**src/rtl/wb_select_stage.sv**
```systemverilog
// Write-back select stage: picks destination index and data from ALU, load, link or immediate,
// registers the register-file write port and counts retired instructions.
module wb_select_stage #(
    parameter int DATA_W      = 32,
    parameter int IDX_W       = 5,
    parameter int LINK_IDX    = 31,
    parameter int LINK_OFFSET = 4,
    parameter int CNT_W       = 32
) (
    input  logic              clk,
    input  logic              rst,
    input  logic              in_valid,
    output logic              in_ready,
    input  logic              stall,
    input  logic              flush,
    input  logic [1:0]        sel,
    input  logic [IDX_W-1:0]  nd,
    input  logic [DATA_W-1:0] alu_res,
    input  logic [DATA_W-1:0] mem_data,
    input  logic [1:0]        mem_size,
    input  logic              mem_unsigned,
    input  logic [1:0]        mem_off,
    input  logic [DATA_W-1:0] imm,
    input  logic [DATA_W-1:0] pc,
    input  logic              link_force,
    output logic              reg_we,
    output logic [IDX_W-1:0]  reg_index,
    output logic [DATA_W-1:0] reg_data,
    output logic [CNT_W-1:0]  retire_cnt
);

    localparam logic [1:0] SEL_ALU  = 2'b00;
    localparam logic [1:0] SEL_MEM  = 2'b01;
    localparam logic [1:0] SEL_LINK = 2'b10;

    logic              acc;
    logic [7:0]        byte_lane;
    logic [15:0]       half_lane;
    logic              ext;
    logic [DATA_W-1:0] load_val;
    logic [DATA_W-1:0] sel_data;
    logic [IDX_W-1:0]  sel_idx;

    assign in_ready = ~stall;
    assign acc      = in_valid & ~stall & ~flush;

    // Halfword lanes are always 16-bit aligned, so offset bit 0 is dropped.
    assign byte_lane = mem_data[{mem_off, 3'b000} +: 8];
    assign half_lane = mem_data[{mem_off[1], 4'b0000} +: 16];

    always_comb begin
        ext      = 1'b0;
        load_val = mem_data;
        case (mem_size)
            2'b00: begin
                ext      = ~mem_unsigned & byte_lane[7];
                load_val = {{(DATA_W-8){ext}}, byte_lane};
            end
            2'b01: begin
                ext      = ~mem_unsigned & half_lane[15];
                load_val = {{(DATA_W-16){ext}}, half_lane};
            end
            default: load_val = mem_data;
        endcase

        case (sel)
            SEL_ALU:  sel_data = alu_res;
            SEL_MEM:  sel_data = load_val;
            SEL_LINK: sel_data = pc + DATA_W'(LINK_OFFSET);
            default:  sel_data = imm;
        endcase

        sel_idx = (sel == SEL_LINK && link_force) ? IDX_W'(LINK_IDX) : nd;
    end

    // Index 0 still updates index/data and the counter; only the write strobe is suppressed.
    always_ff @(posedge clk or posedge rst) begin
        if (rst) begin
            reg_we     <= 1'b0;
            reg_index  <= '0;
            reg_data   <= '0;
            retire_cnt <= '0;
        end else begin
            reg_we <= acc && (sel_idx != '0);
            if (acc) begin
                reg_index  <= sel_idx;
                reg_data   <= sel_data;
                retire_cnt <= retire_cnt + CNT_W'(1);
            end
        end
    end

endmodule

```
**config.mk**
```make
export PLATFORM = sky130hd
export DESIGN_NAME = wb_select_stage
export DESIGN_NICKNAME = d
export VERILOG_FILES = /design/src/rtl/wb_select_stage.sv
export SDC_FILE = /design/constraint.sdc
export NUM_CORES = 1
export LEC_CHECK = 0
export CAP_MARGIN = 20
export CORE_MARGIN = 5
export CORE_UTILIZATION = 40
export CTS_BUF_LIST = sky130_fd_sc_hd__clkbuf_2
export DETAILED_ROUTE_END_ITERATION = 8
export MAX_ROUTING_LAYER = met4
export PLACE_DENSITY = 0.74
export SYNTH_ARGS = -nofsm -noshare
export SYNTH_HDL_FRONTEND = slang
export SYNTH_SLANG_ARGS = --single-unit
```
**constraint.sdc**
```tcl
create_clock -name clk -period 2.94 [get_ports clk]
set_input_delay 0.588 -clock clk [delete_from_list [all_inputs] [get_ports clk]]
set_output_delay 0.588 -clock clk [all_outputs]
set_load 0.03 [all_outputs]
```
=== Word-level counts from Yosys, hierarchy flattened ===
Cells that the tools add are included.

* $add $sub $neg: 2
* Equal/unequal tests: 3
* Shift-type cells: 2
* Multiplexer cells: 3
* Bitwise gates (word level): 7
* Reductions and logical operators: 5

{| class="wikitable"
|+ Operators by type and width
! kind !! number
|-
| case mux 32 bit (3 select lines) || 1
|-
| case mux 32 bit (2 select lines) || 1
|-
| adder 32 x 1 -> 32 bit, second input constant || 1
|-
| adder 32 x 3 -> 32 bit, second input constant || 1
|-
| variable part select 32 x 6 -> 16 bit || 1
|-
| variable part select 32 x 6 -> 8 bit || 1
|-
| 2-to-1 mux 5 bit || 1
|-
| nonzero test 5 bit || 1
|-
| bitwise AND 1 bit || 4
|-
| equality test 2 x 1 -> 1 bit, second input constant || 2
|-
| zero test 2 bit || 2
|-
| NOT 1 bit || 3
|-
| equality test 2 bit, second input constant || 1
|-
| logical AND 1 bit || 2
|}

* Flip-flop bits (word level): 70
* Output and inout port bits: 71

=== Logic depth before layout (Yosys ltp) ===
* Depth after elaboration: 5
* Depth in mapped cells: 8
* Mapped depth without buffers: 6

=== Least setup slack after synthesis ===
OpenSTA, ideal clock, no wires.

* Path kind: input to register
* Start point: input port mem_off[1]
* End point: register reg_data[23]
* Library setup time: 0.135 ns
* Data arrival time: 1.796 ns
* Data required time: 2.805 ns
* Slack: 1.010 ns
* Stages on the path: 7
* Path buffers: 2
* Cell sequence: buf_2 -> mux2i_1 -> a21oi_1 -> o211a_1 -> buf_2 -> o31ai_1 -> o41ai_1

* Word-level cells in the longest chain between the ends: 4

{| class="wikitable"
|+ RTL lines
! what !! RTL line !! text
|-
| start: declaration || 22 || <nowiki>input logic [1:0] mem_off,</nowiki>
|-
| variable part select 32 x 6 -> 16 bit or variable part select 32 x 6 -> 8 bit (tied branches) || 49, 48 ||
|-
| bitwise AND 1 bit, on equally long branches || 60, 56 ||
|-
| case mux 32 bit (2 select lines) (*) || 54 || <nowiki>case (mem_size)</nowiki>
|-
| case mux 32 bit (3 select lines) (*) || 66 || <nowiki>case (sel)</nowiki>
|-
| end signal: assignment || 87 || <nowiki>reg_data <= sel_data;</nowiki>
|-
| end: declaration || 28 || <nowiki>output logic [DATA_W-1:0] reg_data,</nowiki>
|}

Mark *: on every way between the ends. The rest lies on a longest branch, timed or not.
A chain may end at the register's enable or synchronous reset.

=== Final worst setup path ===
* Start point: register retire_cnt[6]
* End point: output port retire_cnt[6]

{| class="wikitable"
|+ RTL lines
! what !! RTL line !! text
|-
| start: declaration || 29 || <nowiki>output logic [CNT_W-1:0] retire_cnt</nowiki>
|-
| start signal: assignment || 88 || <nowiki>retire_cnt <= retire_cnt + CNT_W'(1);</nowiki>
|}

No word-level cell between the ends.

==> impl_metrics.toml <==
[route]
vias = 6017
routed_wirelength_um = 22700
wl_per_cell_um = 22.5
drt_iter0_drc = 521
vias_per_cell = 5.96
wl_met2_um = 10400
final_antenna_net_count = 0
drt-pass1-iter-count = 5
route.met3.wl_um = 1860
drc = 0
routedLengthMet1_um = 9650
top_layer_used = "met4"

[cts]
numCtsBuffers = 9
clkSlewWorstSetupHoldPaths_ns = 0.24
htreeDepth = 3
cts_tree = "done"
ctsRootBufferMaster = "clkbuf_2"
worstSkewPairLatency_ns = 0.55
clockBufferDepth = 2
cts.sinks = 70
cts_setup_buffers = 0
cts-hold-fix-buffers = 0
cts_resized = 0

[worst_setup_path]
worstSetupPathType = "flop to primary output"
path_delay_family = "buffers and inverters"
path_cells = "clkdlybuf4s50_1"
crit_path_max_incr_delay_ns = 0.73
cp-end-kind = "primary output"
cp.required_ns = 2.35
worstSetupStartpointType = "flop"
cp_max_fo = 7
worstPathArrival_ns = 1.82
crit_buf_inv = 1
cp_slowest_cell = "clkdlybuf4s50_1"

[finish]
areaGrowthSynthToFinish_pct = 52.0
final_nets = 982
seqCellArea_sq_um = 1750
layout-drive-gt1-share_pct = 8.36
fin_cells = 1009
num_antenna_cells = 0
multiInputGateArea_sq_um = 3030
fill_cells = 1091

[synth]
synth_area_sq_um = 5030
synthFlopType = "dfrtp_1"
ys_warn_count = 0
ys_seq_elements = 70
syn_nets = 755
syn_avg_cell_area_sq_um = 8.31
synthesis.instances = 606
synthArstFlopShare_pct = 100
seq_area_frac_synth_pct = 34.8
ys_types = 64
synth_enable_flop_cells = 0

[placed_design]
place_hpwl_um = 18600
place_inst = 994
place_ws_ns = 0.193
portBuffers = 216
gp_congestion = 0.980

[power]
leakage_nw = 3.02
ir_worst_vdd_v = 0.000193
power.density_nw_per_um2 = 398
p_total_mw = 3.05

[floorplan]
die_x_um = 122
pin_count = 217
start_util_pct = 40.4
fp-row-count = 41
core_area_sq_um = 12500
die_area_sq_um = 14900
die-height_um = 122

[sta]
final_hold_viol_count = 0
maxSlewHeadroom_pct = 67.6
final.setup.tns_ns = 0
fin_crit_ns = 2.41
max_freq_ghz = 0.415
setup_viol = 0
layout_setup_ws_ns = 0.533
fin_crit_sh_pct = 81.9
finalMaxSlewViolations = 0
skew_ns = 0.0256
rsz0062_at_grt = "false"
worst_pin_slew_ns = 0.486

[run]
drv_cap = 0

[global_routing]
grt_pass1_vias = 6112
grt_util_all_layers_pct = 31.5
grt-ovfl-total = 0
grt_max_degree = 71
antenna_found_initial = 0
grt_pass1_wl_um = 34700

[run_status]
outcome = "completed"

[min_path]
holdCritPathClass = "primary input to async pin"
area by class of cell:
| cell class | count | share of cell area (%) |
|---|---|---|
| multi-input combinational | 480 | 39.6 |
| inverter | 17 | 0.834 |
| timing repair buffer | 255 | 32.4 |
| clock inverter | 6 | 0.818 |
| sequential | 70 | 22.9 |
| clock buffer | 9 | 0.589 |
| tap | 172 | 2.81 |
cell families after synthesis:
family	synth area share [%]
simple gates	26.7
flops	34.8
compound gates	22.5
mux	2.46
xor+xnor	7.83
buf+inv	4.97
fa+ha+maj	0.746
worst register-to-register path, cell delays in order, from the launching register on:
cell and delay, ns:
dfrtp_1 0.54, and4_1 0.36, and4_1 0.31, nand4_2 0.21, nor3b_1 0.28, xor2_1 0.17
report_power, final:
group | switching [mW] | leakage [nW] | internal (mW)
Sequential | 0.114 | 0.872 | 1.09
Combinational | 0.690 | 2.09 | 0.585
Clock | 0.380 | 0.0618 | 0.190
flip-flops by register name (all words and copies together), names as in the netlist:
name	cells
reg_data	32
reg_index	5
reg_we	1
retire_cnt	32
worst paths after layout:
| check | endpoint | slack, ns | startpoint | cells after the start |
|---|---|---|---|---|
| min in group clk | retire_cnt[31]$_DFFE_PP0P_ | 0.50 | retire_cnt[31]$_DFFE_PP0P_ | 1 |
| hold reg to reg | retire_cnt[31]$_DFFE_PP0P_ | 0.50 | retire_cnt[31]$_DFFE_PP0P_ | 1 |
| max in group asynchronous | retire_cnt[15]$_DFFE_PP0P_ | 2.21 | rst | 3 |
| setup / recovery | retire_cnt[6] | 0.53 | retire_cnt[6]$_DFFE_PP0P_ | 1 |
| hold / removal | reg_data[31]$_DFFE_PP0P_ | 0.38 | rst | 3 |
| setup reg to reg | retire_cnt[31]$_DFFE_PP0P_ | 1.02 | retire_cnt[6]$_DFFE_PP0P_ | 5 |
routing by layer:
layer	vias up	global-route usage (%)
met4	0	10.6
li1	2695	-
met2	379	49.5
met5	-	-
met1	2885	41.6
met3	58	5.25
layout by cell type, fill, tap and decap left out, types with 5 or more instances in the layout:
cell type        synthesis  routed
a22oi_1                 11      11
nor2_1                  51      51
nand3_1                 21      21
clkbuf_2                 0       9
or3_1                   22      22
and2_1                  11      11
mux2i_1                  9       9
nand2b_1                 6       6
inv_1                   16      15
xor2_1                  14      14
a211oi_1                 6       6
nand2_1                 50      50
buf_4                    3      37
nor3_1                  20      20
xnor2_1                 31      31
and3_1                  11      11
o22a_1                   5       5
dfrtp_1                 70      70
o211ai_1                 5       5
nor4_1                  10      10
o21ai_0                 45      45
a31oi_1                  7       7
a221oi_1                 6       6
a21oi_1                 36      36
o31a_1                   6       6
and4_1                   8       8
nor2b_1                  5       5
clkdlybuf4s50_1          0     216
nand4_1                 20      20
metrics by stage:
stage / instance area, sq um / util, % / hold slack (ns)
finish: 7650 / 61.4 / 0.375
global route: 7650 / 61.4 / 0.368
CTS: 7650 / 61.4 / 0.364
detailed placement: 7540 / 60.5 / 0.471
global placement: 7540 / 60.5 / 0.460
floorplan: 5030 / - / 0.649
synthesized netlist by cell type (all sizes together) (3+ instances only):
master / count / area share, %
xor2: 14 / 2.4
a22o: 4 / 0.70
a31oi: 7 / 0.87
o31ai: 4 / 0.60
mux2: 3 / 0.67
ha: 3 / 0.75
o221ai: 3 / 0.52
o22ai: 4 / 0.50
nand3: 22 / 2.3
nor2b: 5 / 0.62
nor3: 22 / 2.4
o21a: 4 / 0.60
a21oi: 36 / 3.6
and2: 11 / 1.4
and3: 11 / 1.4
a221oi: 6 / 1.0
a221o: 3 / 0.60
a21o: 4 / 0.60
o22a: 5 / 0.87
mux2i: 9 / 1.8
or3: 22 / 2.7
nand2b: 6 / 0.75
xnor2: 31 / 5.4
dfrtp: 70 / 35
o31a: 6 / 1.0
a22oi: 11 / 1.6
nor2: 51 / 3.8
nand2: 51 / 3.9
clkbuf: 20 / 1.5
a211oi: 7 / 1.1
and4: 8 / 1.4
nand4: 22 / 3.0
buf: 19 / 2.2
o21ai: 45 / 4.5
inv: 16 / 1.2
o211ai: 5 / 0.75
nor4: 11 / 1.5
Power figures use the tool's default switching activity.
